**config.mk**
```make
export PLATFORM = sky130hd
export DESIGN_NAME = run_controller
export DESIGN_NICKNAME = d
export VERILOG_FILES = /design/src/rtl/run_controller_pkg.sv /design/src/rtl/run_controller_sat_counter.sv /design/src/rtl/run_controller.sv
export SDC_FILE = /design/constraint.sdc
export NUM_CORES = 1
export LEC_CHECK = 0
export BUFFER_PORTS_ARGS = -buffer_cell sky130_fd_sc_hd__buf_2
export CAP_MARGIN = 0
export CORE_MARGIN = 3
export CORE_UTILIZATION = 30
export DETAILED_ROUTE_END_ITERATION = 16
export PLACE_DENSITY = 0.48
export SYNTH_ARGS = -nofsm -noshare
export SYNTH_HDL_FRONTEND = slang
export SYNTH_HIERARCHICAL = 1
export SYNTH_SLANG_ARGS = --single-unit
```
**constraint.sdc**
```tcl
create_clock -name Clk -period 2.5 [get_ports Clk]
set_clock_uncertainty 0.1 [all_clocks]
set_input_delay 0 -clock Clk [delete_from_list [all_inputs] [get_ports Clk]]
set_output_delay 0 -clock Clk [all_outputs]
set_load 0.01 [all_outputs]
```
**src/rtl/run_controller_pkg.sv**
```systemverilog
`default_nettype none
// ============================================================================
// run_ctrl_pkg : shared state encoding and default parameters, run controller
// Rev 1.0
// ============================================================================
package run_ctrl_pkg;

   typedef enum logic [1:0] {
      IDLE = 2'd0,
      ARM  = 2'd1,
      RUN  = 2'd2,
      DONE = 2'd3
   } run_state_t;

   localparam int PC_W_DEF     = 10;
   localparam int CNT_W_DEF    = 16;
   localparam int NUM_PROG_DEF = 3;
   // Program i occupies bits [i*PC_W +: PC_W], so slice 0 sits at the LSB end.
   localparam logic [PC_W_DEF*NUM_PROG_DEF-1:0] BASE_ADDRS_DEF = {10'd512, 10'd256, 10'd0};

endpackage
`default_nettype wire

```
**src/rtl/run_controller_sat_counter.sv**
```systemverilog
`default_nettype none
// ============================================================================
// sat_counter : clearable up-counter that sticks at all-ones
// Rev 1.0
// ============================================================================
module sat_counter #(
   parameter int CNT_W = 16
) (
   input  logic             clk,
   input  logic             rst_n,
   input  logic             clear,
   input  logic             inc,
   input  logic             en,
   output logic [CNT_W-1:0] count
);

   localparam logic [CNT_W-1:0] ONE = {{(CNT_W-1){1'b0}}, 1'b1};

   always_ff @(posedge clk or negedge rst_n) begin
      if (!rst_n) begin
         count <= '0;
      end else if (clear) begin
         count <= '0;
      end else if (en && inc && (count != '1)) begin
         count <= count + ONE;
      end
   end

endmodule
`default_nettype wire

```
**src/rtl/run_controller.sv**
```systemverilog
`default_nettype none
// ============================================================================
// run_controller : Start/Ack run sequencer with watchdog and run counters
// Rev 1.0
// ============================================================================
module run_controller
   import run_ctrl_pkg::*;
#(
   parameter int                       PC_W       = PC_W_DEF,
   parameter int                       CNT_W      = CNT_W_DEF,
   parameter int                       NUM_PROG   = NUM_PROG_DEF,
   parameter logic [PC_W*NUM_PROG-1:0] BASE_ADDRS = BASE_ADDRS_DEF,
   parameter logic [CNT_W-1:0]         WDOG_LIMIT = CNT_W'(60000)
) (
   input  logic             Clk,
   input  logic             Reset,
   input  logic             Start,
   input  logic [1:0]       ProgSel,
   input  logic             Halt,
   input  logic             InstRetire,
   output logic             PcInit,
   output logic [PC_W-1:0]  ProgBase,
   output logic             CoreEn,
   output logic             Ack,
   output logic             Timeout,
   output logic [CNT_W-1:0] CycleCnt,
   output logic [CNT_W-1:0] InstCnt
);

   localparam logic [CNT_W-1:0] WDOG_LAST = WDOG_LIMIT - {{(CNT_W-1){1'b0}}, 1'b1};

   run_state_t      state;
   run_state_t      next_state;
   logic [PC_W-1:0] sel_base;
   logic            wdog_hit;
   logic            in_run;
   logic            cnt_clear;

   generate
      if (WDOG_LIMIT != '0) begin : g_wdog
         assign wdog_hit = (CycleCnt == WDOG_LAST);
      end else begin : g_no_wdog
         assign wdog_hit = 1'b0;
      end
   endgenerate

   // Out-of-range selections fall back to program 0.
   always_comb begin
      sel_base = BASE_ADDRS[PC_W-1:0];
      for (int i = 0; i < NUM_PROG; i++) begin
         if (int'(ProgSel) == i) begin
            sel_base = BASE_ADDRS[i*PC_W +: PC_W];
         end
      end
   end

   assign in_run    = (state == RUN);
   // An abort clears on the same edge that re-enters ARM, so Ack never sees stale counts.
   assign cnt_clear = (state == ARM) || (in_run && Start);

   always_comb begin
      next_state = state;
      PcInit     = 1'b0;
      CoreEn     = 1'b0;
      Ack        = 1'b0;
      case (state)
         IDLE: begin
            PcInit = 1'b1;
            if (Start) next_state = ARM;
         end
         ARM: begin
            PcInit = 1'b1;
            if (!Start) next_state = RUN;
         end
         RUN: begin
            CoreEn = 1'b1;
            if (Start)                  next_state = ARM;
            else if (Halt || wdog_hit)  next_state = DONE;
         end
         DONE: begin
            Ack = 1'b1;
            if (Start) next_state = ARM;
         end
         default: next_state = IDLE;
      endcase
   end

   always_ff @(posedge Clk or negedge Reset) begin
      if (!Reset) begin
         state    <= IDLE;
         ProgBase <= BASE_ADDRS[PC_W-1:0];
         Timeout  <= 1'b0;
      end else begin
         state <= next_state;
         if (state == ARM) begin
            ProgBase <= sel_base;
            Timeout  <= 1'b0;
         end else if (in_run && (next_state == DONE)) begin
            // Halt takes precedence when it coincides with watchdog expiry.
            Timeout <= !Halt;
         end
      end
   end

   sat_counter #(.CNT_W(CNT_W)) u_cycle_cnt (
      .clk   (Clk),
      .rst_n (Reset),
      .clear (cnt_clear),
      .inc   (1'b1),
      .en    (in_run),
      .count (CycleCnt)
   );

   sat_counter #(.CNT_W(CNT_W)) u_inst_cnt (
      .clk   (Clk),
      .rst_n (Reset),
      .clear (cnt_clear),
      .inc   (InstRetire),
      .en    (in_run),
      .count (InstCnt)
   );

endmodule
`default_nettype wire

```
==> impl_metrics.tcl <==
set metrics [dict create \
    run_status "finished, final reports clean" \
    layout.filler_cells 759 \
    wire_length_of_the_first_global_routing_pass_um 10300 \
    avgSynthCellArea_um2 8.89 \
    detail_route.vias_per_cell 5.36 \
    preCtsSetupSlack_ps 204 \
    first_element_of_the_critical_path "state[0]" \
    route.detailed.drc 0 \
    final.min_clock_period_ps 2320 \
    cts_htree_levels 2 \
    via_count 2208 \
    top_post_synthesis_cells_by_area "sky130_fd_sc_hd__dfrtp_1, sky130_fd_sc_hd__a21oi_1, sky130_fd_sc_hd__or4_1" \
    antenna_violating_nets_post_route 0 \
    detailedRoute.firstPassIterationCount 4 \
    dp_hpwl_um 4340 \
    crit_path_start_kind "register" \
    antennaDiodeCount 0 \
    peakVddDrop_uv 285 \
    io_buffers 44 \
    crit_required_ps 2610 \
    power.switching_fraction_pct 35.7 \
    first_iter_violations 76 \
    max_cap_violations 0 \
    timing.final.setup_violations 0 \
    starting_density_pct 31.3 \
    finalWorstSetupSlack_ps 182 \
    fp-row-count 31 \
    layout-drive-gt1-share_pct 24.9 \
    grt_overflow_total 0 \
    synth_cell_types 41 \
    design.portCount 53 \
    grt_antenna_before_repair 0 \
    power_density_nw_per_um2 621 \
    number_of_global_route_vias_before_repair 2069 \
    routedWlPerCell_um 14.9 \
    slew-limit-headroom_pct 42.1 \
    synth.top_cell.area_share_pct 40.4 \
    path_class "reg -> reg" \
    final_max_slew_viol_count 0 \
    seq_area_frac_synth_pct 40.4 \
    clk_root_buffer_cell "sky130_fd_sc_hd__clkbuf_8" \
    grt_max_degree 38 \
    synthesis.instances 258 \
    leakagePower_uw 0.00119 \
    hold_path_startpoint "InstRetire" \
    worstPathArrival_ps 2430 \
    tightest_slew_ps 869 \
    report.final.hold_viol_count 0 \
    synth.yosys.warnings 6 \
    rsz0062_at_grt "false" \
    period_share_pct 92.7 \
    ys_seq_elements 37 \
    switchingPower_uw 620 \
    power_frac_clock_pct 27.1 \
    clock_tree.buffer_depth 2 \
    fin_nets 325 \
    gr-usage-all-layers_pct 14.6 \
    post_cts_setup_bufs 0 \
    drt_wl_total_um 6130 \
    seq_power_share_pct 39.8 \
    fin_util_pct 38.2 \
    synth_area_leader_cell "sky130_fd_sc_hd__dfrtp_1" \
    ys.flop_type "sky130_fd_sc_hd__dfrtp_1" \
    pwr-share-comb_pct 33.1 \
    core_area_um2 7330 \
    numClockSinks 37 \
    tritoncts "done" \
    die_outline_area_um2 8730 \
    worst_hold_path_type "in -> reg" \
    floorplan.die.width_um 93.4 \
    numCtsBuffers 5 \
    post-layout-total-power_uw 1740 \
    async_reset_ff_share_pct 100 \
    clkLatencyLatePin_ps 280 \
    regToRegStartpoint "state[0]" \
    die-height_um 93.4 \
    synth_area_um2 2290 \
    tns_ps 0 \
    endpoint_kind "register" \
    synth_enable_flop_cells 0 \
    cellInternalPower_uw 1120 \
    area.growth.synth_to_final_pct 22.0 \
    critical_path.max_fanout 10 \
    dpl-instance-area_um2 2640 \
    rrSetupSlack_ps 180 \
    max_clock_freq_ghz 0.431 \
    finalInstanceArea_um2 2800 \
    gpl.final_weighted_congestion 0.744 \
    cts.reportedPaths.clkPinSlew_ps 80 \
]
critical path: stages (launching register included):
cell and delay [ps]:
sky130_fd_sc_hd__dfrtp_1 380, sky130_fd_sc_hd__inv_1 80, sky130_fd_sc_hd__ha_1 210, sky130_fd_sc_hd__nand2_1 80
sky130_fd_sc_hd__or4_1 700, sky130_fd_sc_hd__or4_1 530, sky130_fd_sc_hd__a21oi_1 150
power groups by stage:
stage,registers (uW),logic (uW),clock network [uW]
final,692,577,471
after global routing,702,659,514
after CTS,693,587,489
after detailed placement,705,570,0
after global placement,703,568,0
after floorplan,726,322,0
layer usage:
layer	vias up	part of all wire (%)	GRT usage [%]
met2	55	50	25.0
met4	0	0.77	3.05
met1	1063	44	18.9
met3	5	4.7	2.90
li1	1085	-	-
met5	-	0	0
flip-flops by register name, indices dropped and copies added (netlist names):
register,cells
Timeout,1
u_inst_cnt/count,16
state,2
ProgBase,2
u_cycle_cnt/count,16
logic make-up after synthesis:
group	count (synthesis)	share of synthesized area, %
adders and majority gates	6	3.27
buffers and inverters	33	7.09
muxes	4	1.96
AOI/OAI and AO/OA	68	18.6
other	2	0.327
and+or+nand+nor	108	28.4
DFF	37	40.4
through the flow:
step | hold WS [ps] | cells
6_report | 63.8 | 412
5_1_grt | 75.6 | 412
4_1_cts | 57.6 | 412
3_5_place_dp | 77.2 | 398
3_3_place_gp | 85.2 | 398
2_1_floorplan | -396 | 266
what timing repair did:
item,in CTS,in global routing
hold buffers,6,0
hold endpoints to repair,41,0
resized for setup,0,0
cell usage in the layout (no fill, tap or decap), types with 2 or more instances in the layout:
master,netlist,final
sky130_fd_sc_hd__and2_1,4,4
sky130_fd_sc_hd__mux2_2,4,4
sky130_fd_sc_hd__and3_1,4,4
sky130_fd_sc_hd__o21ai_0,9,9
sky130_fd_sc_hd__nand2_2,2,2
sky130_fd_sc_hd__nand2_1,17,17
sky130_fd_sc_hd__o31ai_1,18,18
sky130_fd_sc_hd__nor2_1,9,9
sky130_fd_sc_hd__inv_1,12,12
sky130_fd_sc_hd__clkbuf_8,0,7
sky130_fd_sc_hd__nor4_1,6,4
sky130_fd_sc_hd__or3_2,2,2
sky130_fd_sc_hd__ha_1,6,6
sky130_fd_sc_hd__a21oi_1,30,30
sky130_fd_sc_hd__nor4_2,0,2
sky130_fd_sc_hd__nor3_1,5,5
sky130_fd_sc_hd__nand4bb_1,2,2
sky130_fd_sc_hd__nand3b_1,2,2
sky130_fd_sc_hd__dfrtp_1,37,37
sky130_fd_sc_hd__and4_2,2,2
sky130_fd_sc_hd__nand3_1,8,8
sky130_fd_sc_hd__or4_1,20,20
sky130_fd_sc_hd__nand4_1,14,14
sky130_fd_sc_hd__conb_1,2,10
sky130_fd_sc_hd__dlygate4sd3_1,0,6
sky130_fd_sc_hd__buf_2,7,44
sky130_fd_sc_hd__or3_1,4,4
sky130_fd_sc_hd__or4_2,2,2
sky130_fd_sc_hd__buf_4,8,10
sky130_fd_sc_hd__o41ai_1,3,3
sky130_fd_sc_hd__nor2b_1,2,2
synth_stat cells (3+ instances only):
library cell,n
sky130_fd_sc_hd__a21oi_1,30
sky130_fd_sc_hd__and2_1,4
sky130_fd_sc_hd__and3_1,4
sky130_fd_sc_hd__buf_2,7
sky130_fd_sc_hd__buf_4,8
sky130_fd_sc_hd__clkbuf_1,4
sky130_fd_sc_hd__dfrtp_1,37
sky130_fd_sc_hd__ha_1,6
sky130_fd_sc_hd__inv_1,12
sky130_fd_sc_hd__mux2_2,4
sky130_fd_sc_hd__nand2_1,17
sky130_fd_sc_hd__nand3_1,8
sky130_fd_sc_hd__nand4_1,14
sky130_fd_sc_hd__nor2_1,9
sky130_fd_sc_hd__nor3_1,5
sky130_fd_sc_hd__nor4_1,6
sky130_fd_sc_hd__o21ai_0,9
sky130_fd_sc_hd__o31ai_1,18
sky130_fd_sc_hd__o41ai_1,3
sky130_fd_sc_hd__or3_1,4
sky130_fd_sc_hd__or4_1,20
cell type report:
cell class / instances / area (um2) / share of cell area (%)
clock buffer: 7 / 96.3 / 3.44
clock inverter: 1 / 5.00 / 0.179
inverter: 12 / 45.0 / 1.61
multi-input combinational: 196 / 1250 / 44.6
sequential: 37 / 926 / 33.1
tap: 99 / 124 / 4.43
timing repair buffer: 60 / 355 / 12.7
final timing paths:
| check | cells past startpoint | endpoint |
|---|---|---|
| max | 6 | u_inst_cnt/count[11] |
| min | 4 | u_inst_cnt/count[1] |
| max reg2reg | 6 | u_inst_cnt/count[11] |
| min reg2reg | 1 | ProgBase[9] |
| max in group asynchronous | 2 | u_cycle_cnt/count[3] |
| min in group asynchronous | 2 | u_inst_cnt/count[10] |
Note: power is estimated with default switching activity, not from simulation.
